## src/rtl/fifo_stream_reader_pkg.sv

```systemverilog
// Shared types and constants for the FIFO read-side stream engine.
package fifo_stream_reader_pkg;

  typedef enum logic [1:0] {
    IDLE   = 2'd0,
    ACTIVE = 2'd1,
    FINISH = 2'd2
  } state_t;

  localparam int BUF_DEPTH = 2;
  localparam int CNT_W     = $clog2(BUF_DEPTH + 1);

endpackage

```

## src/rtl/fifo_stream_reader_skid.sv

```systemverilog
// Two-entry registered buffer of {data, last}; the head entry drives the stream outputs from flops.
module fifo_stream_reader_skid
  import fifo_stream_reader_pkg::*;
#(
  parameter int WIDTH = 8
) (
  input  logic             clk,
  input  logic             reset,
  input  logic             push,
  input  logic [WIDTH-1:0] push_data,
  input  logic             push_last,
  output logic             out_valid,
  input  logic             out_ready,
  output logic [WIDTH-1:0] out_data,
  output logic             out_last,
  output logic [CNT_W-1:0] count
);

  typedef struct packed {
    logic [WIDTH-1:0] data;
    logic             last;
  } entry_t;

  entry_t           head_q, tail_q, new_entry;
  logic [CNT_W-1:0] count_q;
  logic             pop;

  assign new_entry = '{data: push_data, last: push_last};
  assign pop       = out_valid && out_ready;

  // The caller only pushes into a full buffer when a pop frees the head in the same cycle.
  always_ff @(posedge clk or posedge reset) begin
    if (reset) begin
      head_q  <= '0;
      tail_q  <= '0;
      count_q <= '0;
    end else begin
      case ({push, pop})
        2'b10: begin
          if (count_q == CNT_W'(0)) head_q <= new_entry;
          else                      tail_q <= new_entry;
          count_q <= count_q + CNT_W'(1);
        end
        2'b01: begin
          head_q  <= tail_q;
          count_q <= count_q - CNT_W'(1);
        end
        2'b11: begin
          if (count_q == CNT_W'(1)) begin
            head_q <= new_entry;
          end else begin
            head_q <= tail_q;
            tail_q <= new_entry;
          end
        end
        default: ;
      endcase
    end
  end

  assign out_valid = (count_q != CNT_W'(0));
  assign out_data  = head_q.data;
  assign out_last  = head_q.last;
  assign count     = count_q;

endmodule

```

## src/rtl/fifo_stream_reader.sv

```systemverilog
// Read-side engine: pops a synchronous FIFO and re-emits words as a registered
// valid/ready stream with optional fixed-length burst framing.
module fifo_stream_reader
  import fifo_stream_reader_pkg::*;
#(
  parameter int WIDTH = 8,
  parameter int LEN_W = 4
) (
  input  logic             clk,
  input  logic             reset,
  input  logic             enable,
  input  logic [LEN_W-1:0] burst_len,
  input  logic             fifo_empty,
  input  logic [WIDTH-1:0] fifo_data,
  output logic             fifo_read,
  output logic             out_valid,
  input  logic             out_ready,
  output logic [WIDTH-1:0] out_data,
  output logic             out_last,
  output logic             busy
);

  state_t           state_q, state_d;
  logic [LEN_W-1:0] beat_q, beat_d, len_q, cur_len;
  logic [CNT_W-1:0] count;
  logic             last_tag;

  // burst_len is only looked at on the first beat; later beats use the latched copy.
  assign cur_len  = (beat_q == '0) ? burst_len : len_q;
  assign last_tag = (cur_len != '0) && (beat_q == cur_len - LEN_W'(1));

  assign fifo_read = (state_q != IDLE) && !fifo_empty &&
                     ((count < CNT_W'(BUF_DEPTH)) || (out_valid && out_ready));

  always_comb begin
    beat_d = beat_q;
    if (fifo_read) begin
      if ((cur_len == '0) || last_tag) beat_d = '0;
      else                             beat_d = beat_q + LEN_W'(1);
    end
  end

  always_ff @(posedge clk or posedge reset) begin
    if (reset) begin
      state_q <= IDLE;
      beat_q  <= '0;
      len_q   <= '0;
    end else begin
      state_q <= state_d;
      beat_q  <= beat_d;
      if (fifo_read) len_q <= cur_len;
    end
  end

  // Leaving ACTIVE looks at the post-capture beat so a burst started this cycle is still completed.
  always_comb begin
    state_d = state_q;
    case (state_q)
      IDLE: begin
        if (enable) state_d = ACTIVE;
      end
      ACTIVE: begin
        if (!enable) state_d = (beat_d == '0) ? IDLE : FINISH;
      end
      FINISH: begin
        if (enable)               state_d = ACTIVE;
        else if (beat_d == '0)    state_d = IDLE;
      end
      default: state_d = IDLE;
    endcase
  end

  assign busy = (state_q != IDLE) || (count != CNT_W'(0));

  fifo_stream_reader_skid #(
    .WIDTH(WIDTH)
  ) u_skid (
    .clk       (clk),
    .reset     (reset),
    .push      (fifo_read),
    .push_data (fifo_data),
    .push_last (last_tag),
    .out_valid (out_valid),
    .out_ready (out_ready),
    .out_data  (out_data),
    .out_last  (out_last),
    .count     (count)
  );

endmodule

```

## config.mk

```make
export PLATFORM = sky130hd
export DESIGN_NAME = fifo_stream_reader
export DESIGN_NICKNAME = d
export VERILOG_FILES = /design/src/rtl/fifo_stream_reader_pkg.sv /design/src/rtl/fifo_stream_reader_skid.sv /design/src/rtl/fifo_stream_reader.sv
export SDC_FILE = /design/constraint.sdc
export NUM_CORES = 1
export LEC_CHECK = 0
export BUFFER_PORTS_ARGS = -buffer_cell sky130_fd_sc_hd__buf_2
export CAP_MARGIN = 0
export CORE_ASPECT_RATIO = 1.2
export CORE_UTILIZATION = 45
export DETAILED_ROUTE_END_ITERATION = 6
export PLACE_DENSITY_LB_ADDON = 0.1
export SKIP_LAST_GASP = 1
export SLEW_MARGIN = 0
export SYNTH_ARGS = -nofsm -noshare
export SYNTH_HDL_FRONTEND = slang
export SYNTH_HIERARCHICAL = 1
export SYNTH_SLANG_ARGS = --single-unit
```

## constraint.sdc

```tcl
create_clock -name clk -period 2.5 [get_ports clk]
set_input_delay 0.125 -clock clk [delete_from_list [all_inputs] [get_ports clk]]
set_output_delay 0.125 -clock clk [all_outputs]
set_load 0.1 [all_outputs]
```

==> metrics.yaml, run 1 <==
outcome: "finished with violations"
violations: "setup timing"
grt.busiest_layer: "met2"
final_area_um2: 2450
setup_viol: 6
drt_iter0_markers: 48
post-dp-hpwl_mm: 3.25
postPlaceCellArea_um2: 2280
synth_seq_cells: 30
initial_core_util_pct: 48.2
path_max_fanout: 4
cpLargestDelayFamily: "compound AO/OA/AOI/OAI gates"
crit_buf_inv: 1
fmax_mhz: 390
fp.dieH_um: 74.3
skew_ns: 0.00554
htree_levels: 2
period_share_pct: 102
cts_tree: "built"
antenna_found_initial: 0
num-fill-cells: 365
synthCells: 197
nNetsFinal: 271
crit_path_max_incr_delay_ns: 0.41
syn_to_final_growth_pct: 25.0
syn_avg_cell_area_um2: 9.95
cap_viol_max_count: 0
grt_overflow: 0
routed_wl_mm: 4.31
use_met1_pct: 23.5
async_reset_ff_share_pct: 100
numPlacedInstances: 285
grt_pass1_wl_mm: 7.41
port_buffers: 28
numCtsBuffers: 5
dieArea_um2: 4630
place_congestion: 0.886
worstMarginPinSlew_ns: 0.780
start_kind: "register"
synthesis.area_um2: 1960
slew_headroom_pct: 47.9
clk_latency_ns: 0.28
multi_input_comb_area_um2: 1190
clk_path_buf_depth: 2
yosys-top-cells-count: "30 x dfrtp_1, 19 x nor2_1, 13 x inv_1, 13 x o21ai_0, 12 x nand2_1"
dr_total_vias: 1593
utilization_pct: 60.2
met3_usage_pct: 3.22
dr.pass1.iters: 6
yosys-top-cells-area: "dfrtp_1 38%, mux2_4 7.7%, ha_1 6.4%"
rsz0062_at_grt: "true"
fin_cells: 299
root_buffer: "clkbuf_8"
yosysTopAreaCell: "dfrtp_1"
hold_viol_final: 0
ys.flop_type: "dfrtp_1"
synth_edf_count: 0
synth_nets: 224
post-place-ws_ns: -0.143
synth_warnings: 6
yosysUniqueCellTypes: 43
num_io_pins: 29
antenna_cells: 0
synth_top_area_share_pct: 38.3
cp_slowest_cell: "dfrtp_2"
coreArea_um2: 4070
layout_min_cycle_time_ns: 2.56
hold_path_class: "input pin to register"
critical_path_arrival_ns: 2.74
met2_usage_pct: 39.3
drv_slew: 0
yosysSeqAreaShare_pct: 38.3
grt_pass1_vias: 1634
drc: 0
ant_nets: 0
required_ns: 2.68
rows: 25
vias_per_cell: 5.33
critPathKind: "register to register"
grt_max_degree: 21
setup_ws_ns: -0.0613
drive_above_1_share_pct: 38.0
grtUsageTotal_pct: 20.6
cts.clk_slew.worst_paths_ns: 0.07
cp_cell_sequence: "inv_2, ha_4, nor3b_4, mux2i_1, ha_2, xor2_1, nor2_1, a211o_1, nand3_2, nand3_4, a2111oi_4"
cts_sinks: 30
wl_per_cell_um: 14.4
die_w_um: 62.3
seq_area_um2: 752
synth_most_common_cell: "dfrtp_1"
critPathCaptureType: "register"
==> sequential cells by signal, summed over array words and instances, names as in the netlist <==
name and flops:
state_q 2, u_skid/out_data 8, beat_q 4, u_skid/count 2, len_q 4, u_skid/out_last 1, u_skid/tail_q 9
==> cell usage in the layout (no fill, tap or decap), types with 3 or more instances in the layout <==
master and n:
dfrtp_1 29, buf_2 28, nor2_1 18, buf_4 17, o21ai_0 13, nand2_1 12, mux2_4 10, a31oi_1 9
inv_1 8, nor2b_1 8, nand3_1 8, ha_1 6, clkbuf_8 6, mux2i_1 5, nor3_1 4, inv_2 4
xnor2_1 4, mux2_2 4, nand2b_1 3, a21oi_1 3, o21ai_1 3, nand4_1 3, o22ai_1 3, ha_4 3
==> through the flow <==
step | setup TNS, ns | hold slack, ns
after detailed placement | -0.410 | 0.157
after floorplan | -1.89 | -0.0349
after CTS | -0.214 | 0.0143
after global placement | -0.0267 | 0.153
after global routing | -1.28 | 0.0147
final | -0.287 | 0.0177
==> final cells by class <==
class,count,area share [%]
clock inverters,1,0.204
clock buffers,7,3.52
multi-input cells,146,48.4
inverters,14,2.60
well taps,54,2.76
flip-flops and latches,30,30.7
repair buffers,47,11.8
==> repair_timing <==
item                                    in CTS  in global routing
setup buffers                                4                  1
resized for setup                            4                  2
endpoints found under the setup margin       4                 15
hold buffers                                 1                  0
pin swaps                                    5                  3
endpoints found under the hold margin       10                  0
==> logic make-up after synthesis <==
family | share of synthesized area (%)
AND/OR/NAND/NOR | 18.8
AO/OA/AOI/OAI | 15.4
flip-flops | 38.3
buffers and inverters | 5.42
multiplexers | 12.5
adder cells (fa/ha/maj) | 6.38
XOR/XNOR | 3.13
==> per-layer routing <==
layer / share of wire, % / up-vias
met2: 55 / 28
li1: - / 787
met3: 2.7 / 5
met4: 1.0 / 0
met1: 42 / 773
met5: 0 / -
==> worst reg2reg max path, delay by kind of cell, from the launching register on <==
kind / cells / cell delay [ns]
flops: 1 / 0.41
compound gates: 2 / 0.59
fa+ha+maj: 2 / 0.38
xor+xnor: 1 / 0.15
mux: 1 / 0.30
simple gates: 4 / 0.56
buf+inv: 1 / 0.07
==> path summary, 6_finish.rpt <==
path                             startpoint                 end  slack (ns)  depth (start not counted)
setup / recovery                  beat_q[0]          state_q[1]       -0.06                         11
hold / removal                       enable          state_q[1]        0.02                          2
setup reg to reg                  beat_q[0]          state_q[1]       -0.06                         11
hold reg to reg            u_skid/tail_q[6]    u_skid/tail_q[6]        0.51                          1
max in group asynchronous             reset  u_skid/out_data[2]        1.46                          3
min in group asynchronous             reset           beat_q[3]        0.39                          3
Power of run 1 is not shown: default switching activity piles up to over one toggle a cycle in this logic, so the estimate is an artifact.
==> run 2, diff against run 1 <==
Settings changed: RECOVER_POWER set to 25.
==> metrics.yaml, run 2 (same netlist as run 1, synthesis figures left out) <==
fp.dieH_um: 74.3  # unchanged
critPathCaptureType: "register"
setup_ws_ns: -0.0613  # unchanged
violations: "setup timing"
grt_max_degree: 21  # unchanged
reg2reg_slack_ns: -0.06  # about the same
largest_register_ffs: 9  # unchanged
period_share_pct: 102  # unchanged
reg2regPathDepth: 11  # unchanged
drc: 0  # unchanged
ant_nets: 0  # unchanged
rsz0062_at_grt: "true"
clk_latency_ns: 0.28  # about the same
slew_headroom_pct: 22.5  # -25 points
skew_ns: 0.00554  # unchanged
dr.pass1.iters: 6  # unchanged
rr_endpoint: "state_q[1]"
rows: 25  # unchanged
critical_path_arrival_ns: 2.74  # about the same
layout_min_cycle_time_ns: 2.56  # unchanged
worstMarginPinSlew_ns: 1.17  # +0.388 ns
post-dp-hpwl_mm: 3.25  # unchanged
layout_commonest_cell: "dfrtp_1"
crit_path_max_incr_delay_ns: 0.41  # about the same
grt_pass1_wl_mm: 7.41  # unchanged
layout_common_cells: "29 x dfrtp_1, 26 x buf_2, 18 x nor2_1, 17 x buf_4, 13 x o21ai_0"
routed_wl_mm: 4.30  # about the same
htree_levels: 2  # unchanged
syn_to_final_growth_pct: 24.8
num_io_pins: 29  # unchanged
path_max_fanout: 4  # unchanged
critPathKind: "register to register"
fin_cells: 299  # unchanged
fmax_mhz: 390  # unchanged
dr_total_vias: 1593  # unchanged
regToRegStartpoint: "beat_q[0]"
top_register: "u_skid/tail_q"
multi_input_comb_area_um2: 1190  # unchanged
die_w_um: 62.3  # unchanged
drv_slew: 0  # unchanged
hold_viol_final: 0  # unchanged
cts.clk_slew.worst_paths_ns: 0.07  # about the same
start_kind: "register"
crit_buf_inv: 1  # unchanged
crit_end: "state_q[1]"
nNetsFinal: 271  # unchanged
initial_core_util_pct: 48.2  # unchanged
numPlacedInstances: 285  # unchanged
clk_path_buf_depth: 2  # unchanged
drt_iter0_markers: 48  # unchanged
coreArea_um2: 4070  # unchanged
min_from: "enable"
grt_overflow: 0  # unchanged
antenna_found_initial: 0  # unchanged
setup_viol: 6  # unchanged
required_ns: 2.68  # about the same
hold_path_class: "input pin to register"
seq_area_um2: 752  # unchanged
dieArea_um2: 4630  # unchanged
grtUsageTotal_pct: 20.6  # unchanged
wl_per_cell_um: 14.4  # about the same
vias_per_cell: 5.33  # unchanged
numCtsBuffers: 5  # unchanged
cpLargestDelayFamily: "compound AO/OA/AOI/OAI gates"
cts_tree: "built"
num-fill-cells: 363  # -0.55%
antenna_cells: 0  # unchanged
outcome: "finished with violations"
crit_start: "beat_q[0]"
grt_pass1_vias: 1634  # unchanged
cp_slowest_cell: "dfrtp_2"
cts_sinks: 30  # unchanged
drive_above_1_share_pct: 37.1  # -0.82 points
place_congestion: 0.886  # unchanged
root_buffer: "clkbuf_8"
cap_viol_max_count: 0  # unchanged
crit_cells: 11  # unchanged
cp_cell_sequence: "inv_2, ha_4, nor3b_4, mux2i_1, ha_2, xor2_1, nor2_1, a211o_1, nand3_2, nand3_4, a2111oi_4"
port_buffers: 28  # unchanged
[run 2: cell types whose count changed in the layout (fill, tap and decap cells not counted)]
cell,change
buf_2,-2
clkbuf_1,+2
[run 2: through the flow]
step | utilization (%) | TNS, ns | setup slack [ns] | hold WS (ns) | cell area [µm²]
2_1_floorplan | - | -1.89 | -0.201 | -0.0349 | 2030
3_3_place_gp | 56.1 | -0.0267 | -0.0267 | 0.153 | 2280
3_5_place_dp | 56.1 | -0.410 | -0.143 | 0.157 | 2280
4_1_cts | 59.8 | -0.214 | -0.0484 | 0.0143 | 2430
5_1_grt | 60.2 | -1.28 | -0.238 | 0.0147 | 2450
6_report | 60.2 | -0.287 | -0.0613 | 0.0177 | 2450
[run 2: repair_timing]
action | in CTS | in global routing
buffers inserted | 4 | 1
hold buffers | 1 | 0
pin swaps | 5 | 3
setup endpoints to repair | 4 | 15
endpoints found under the hold margin | 10 | 0
gates resized for setup | 4 | 2
[run 2: final cells by class]
| type | count | share of cell area (%) |
|---|---|---|
| tap | 54 | 2.76 |
| clock buffer | 7 | 3.53 |
| inverter | 14 | 2.61 |
| clock inverter | 1 | 0.204 |
| multi-input combinational | 146 | 48.5 |
| timing repair buffer | 47 | 11.7 |
| sequential | 30 | 30.7 |
[run 2: worst min path at each step]
stage	end	slack [ns]	cells after the start
after floorplan	beat_q[1]	-0.03	1
after CTS	state_q[1]	0.01	2
final	state_q[1]	0.02	2
after global routing	state_q[1]	0.01	2
after detailed placement	len_q[1]	0.16	2
after global placement	len_q[3]	0.15	2
[run 2: routing by layer]
layer / track usage, % / share of wire (%)
met5: 0 / 0
met4: 7.75 / 1.0
met3: 3.22 / 2.7
met2: 39.3 / 55
met1: 23.5 / 42
Power of run 2 is left out for the same reason.
==> run 3, diff against run 2 <==
Settings changed: ABC_AREA set to 1, CORE_MARGIN set to 2.
==> metrics.yaml, run 3 <==
outcome: "complete, no violations"
synth_nets: 275  # +23%
largest_register_ffs: 9  # unchanged
skew_ns: 0.00328  # -0.00227 ns
yosys-top-cells-area: "dfrtp_1 40%, nand2_1 20%, nand3_1 8.0%"
ant_nets: 0  # unchanged
synthCells: 248  # +26%
dr_total_vias: 1560  # -2.1%
yosysTopAreaCell: "dfrtp_1"
rsz0062_at_grt: "true"
grtUsageTotal_pct: 18.2  # -2.4 points
dr.pass1.iters: 5  # -1
final_area_um2: 2180  # -11%
holdPathStages: 2  # unchanged
cts_tree: "built"
min_from: "enable"
fp.dieH_um: 74.7  # +0.59%
hold_path_class: "input pin to register"
nNetsFinal: 312  # +15%
place_congestion: 0.786  # -11%
layout_common_cells: "101 x nand2_1, 30 x nand3_1, 30 x dfrtp_1, 27 x inv_1, 26 x buf_2"
holdWs_ns: 0.0805  # +0.0628 ns
ys.flop_type: "dfrtp_1"
hold_viol_final: 0  # unchanged
port_buffers: 28  # unchanged
setup_viol: 0  # -6
postPlaceCellArea_um2: 2080  # -8.9%
syn_avg_cell_area_um2: 7.57  # -24%
cap_viol_max_count: 0  # unchanged
cts_sinks: 30  # unchanged
synth_edf_count: 0  # unchanged
yosysSeqAreaShare_pct: 40.0  # +1.7 points
synth_seq_cells: 30  # unchanged
wl_per_cell_um: 10.8  # -25%
async_reset_ff_share_pct: 100  # unchanged
initial_core_util_pct: 47.2  # -0.97 points
vias_per_cell: 4.60  # -14%
drv_slew: 0  # unchanged
rr_endpoint: "u_skid/out_last"
top_register: "u_skid/tail_q"
required_ns: 2.72  # +0.04 ns
clk_latency_ns: 0.28  # about the same
critical_path_arrival_ns: 2.54  # -0.20 ns
synth_most_common_cell: "nand2_1"
post-dp-hpwl_mm: 2.79  # -14%
rows: 25  # unchanged
fin_cells: 339  # +13%
reg2regPathDepth: 15  # +4
utilization_pct: 55.0  # -5.2 points
clk_path_buf_depth: 2  # unchanged
htree_levels: 2  # unchanged
antenna_found_initial: 0  # unchanged
cp_slowest_cell: "dfrtp_1"
synthesis.area_um2: 1880  # -4.3%
slew_headroom_pct: 46.0  # +24 points
dieArea_um2: 4710  # +1.7%
cpLargestDelayFamily: "simple AND/OR/NAND/NOR gates"
layout_commonest_cell: "nand2_1"
die_w_um: 63.0  # +1.1%
drive_above_1_share_pct: 21.8  # -15 points
min_to: "state_q[0]"
synth_top_area_share_pct: 40.0  # +1.7 points
cp_cell_sequence: "inv_1, ha_4, nand2_4, nand2_1, nand2_2, ha_1, xor2_1, nand3_1, nor2_1, nand3_2, a21oi_1, nand3_1, nand2_1, nand2_1, nand2_1"
grt_max_degree: 21  # unchanged
grt_pass1_vias: 1539  # -5.8%
cpMostUsedCell: "nand2_1"
fmax_mhz: 431  # +10%
syn_to_final_growth_pct: 16.3
drt_iter0_markers: 72  # +50%
crit_path_max_incr_delay_ns: 0.42  # about the same
critPathCaptureType: "register"
worstMarginPinSlew_ns: 0.809  # -0.359 ns
routed_wl_mm: 3.66  # -15%
antenna_cells: 0  # unchanged
period_share_pct: 92.8  # -9.7 points
regToRegStartpoint: "beat_q[1]"
grt_pass1_wl_mm: 6.69  # -9.8%
drc: 0  # unchanged
critPathKind: "register to register"
num_io_pins: 29  # unchanged
yosysUniqueCellTypes: 22  # -49%
synth_warnings: 6  # unchanged
reg2reg_slack_ns: 0.18  # +0.24 ns
yosys-top-cells-count: "101 x nand2_1, 30 x dfrtp_1, 30 x nand3_1"
layout_min_cycle_time_ns: 2.32  # -0.242 ns
path_max_fanout: 8  # +4
coreArea_um2: 3970  # -2.3%
grt_overflow: 0  # unchanged
crit_buf_inv: 1  # unchanged
numPlacedInstances: 331  # +16%
root_buffer: "clkbuf_8"
numCtsBuffers: 5  # unchanged
start_kind: "register"
cts.clk_slew.worst_paths_ns: 0.06  # about the same
[run 3: cell types whose count changed after synthesis, sizes merged, moves of 5 or more]
cell,previous run,this run
a31oi,9,0
nor2b,8,0
nand3,11,32
inv,14,30
o21ai,16,7
nand2,12,115
buf,5,0
mux2i,5,0
mux2,14,0
nor2,20,10
[run 3: per-stage QoR]
step	setup WS, ns	TNS [ns]
2_1_floorplan	0.00369	0
3_3_place_gp	0.0315	0
3_5_place_dp	0.0146	0
4_1_cts	0.0881	0
5_1_grt	-0.0504	-0.0559
6_report	0.180	0
[run 3: area by class of cell]
type	instances	area, µm²
Clock buffer	5	68.8
Clock inverter	2	10.0
Fill cell	403	1790
Inverter	30	115
Multi-Input combinational cell	186	985
Sequential cell	30	751
Tap cell	54	67.6
Timing Repair Buffer	32	186
[run 3: how the worst max path moves through the flow]
stage / from / endpoint / slack (ns) / cells past startpoint
after floorplan: u_skid/count[0] / u_skid/out_data[0] / 0.004 / 14
final: beat_q[1] / u_skid/out_last / 0.18 / 15
after CTS: beat_q[0] / state_q[1] / 0.09 / 16
after global placement: beat_q[0] / state_q[1] / 0.03 / 16
after detailed placement: beat_q[0] / state_q[1] / 0.01 / 16
after global routing: beat_q[1] / state_q[1] / -0.05 / 16
[run 3: what timing repair did]
action	4_1_cts	5_1_grt
hold buffers	1	0
pin swaps	0	0
endpoints found under the hold margin	10	0
gates resized for setup	1	3
buffers inserted	0	0
setup endpoints to repair	1	13
[run 3: cells by family (layout without fill, tap and decap cells)]
group,Yosys count,count (layout),share of synthesized area (%)
AO/OA/AOI/OAI,9,9,3.13
buffers and inverters,32,69,8.47
AND/OR/NAND/NOR,161,161,38.9
XOR/XNOR,6,6,2.80
flip-flops,30,30,40.0
adder cells (fa/ha/maj),10,10,6.67
[run 3: metal layers]
layer	track usage, %	wire length [µm]	up-vias
li1	-	-	840
met1	21.6	1680	689
met2	32.2	1810	27
met3	4.78	134	4
met4	6.91	39	0
met5	0	0	-
Power of run 3 is left out for the same reason.
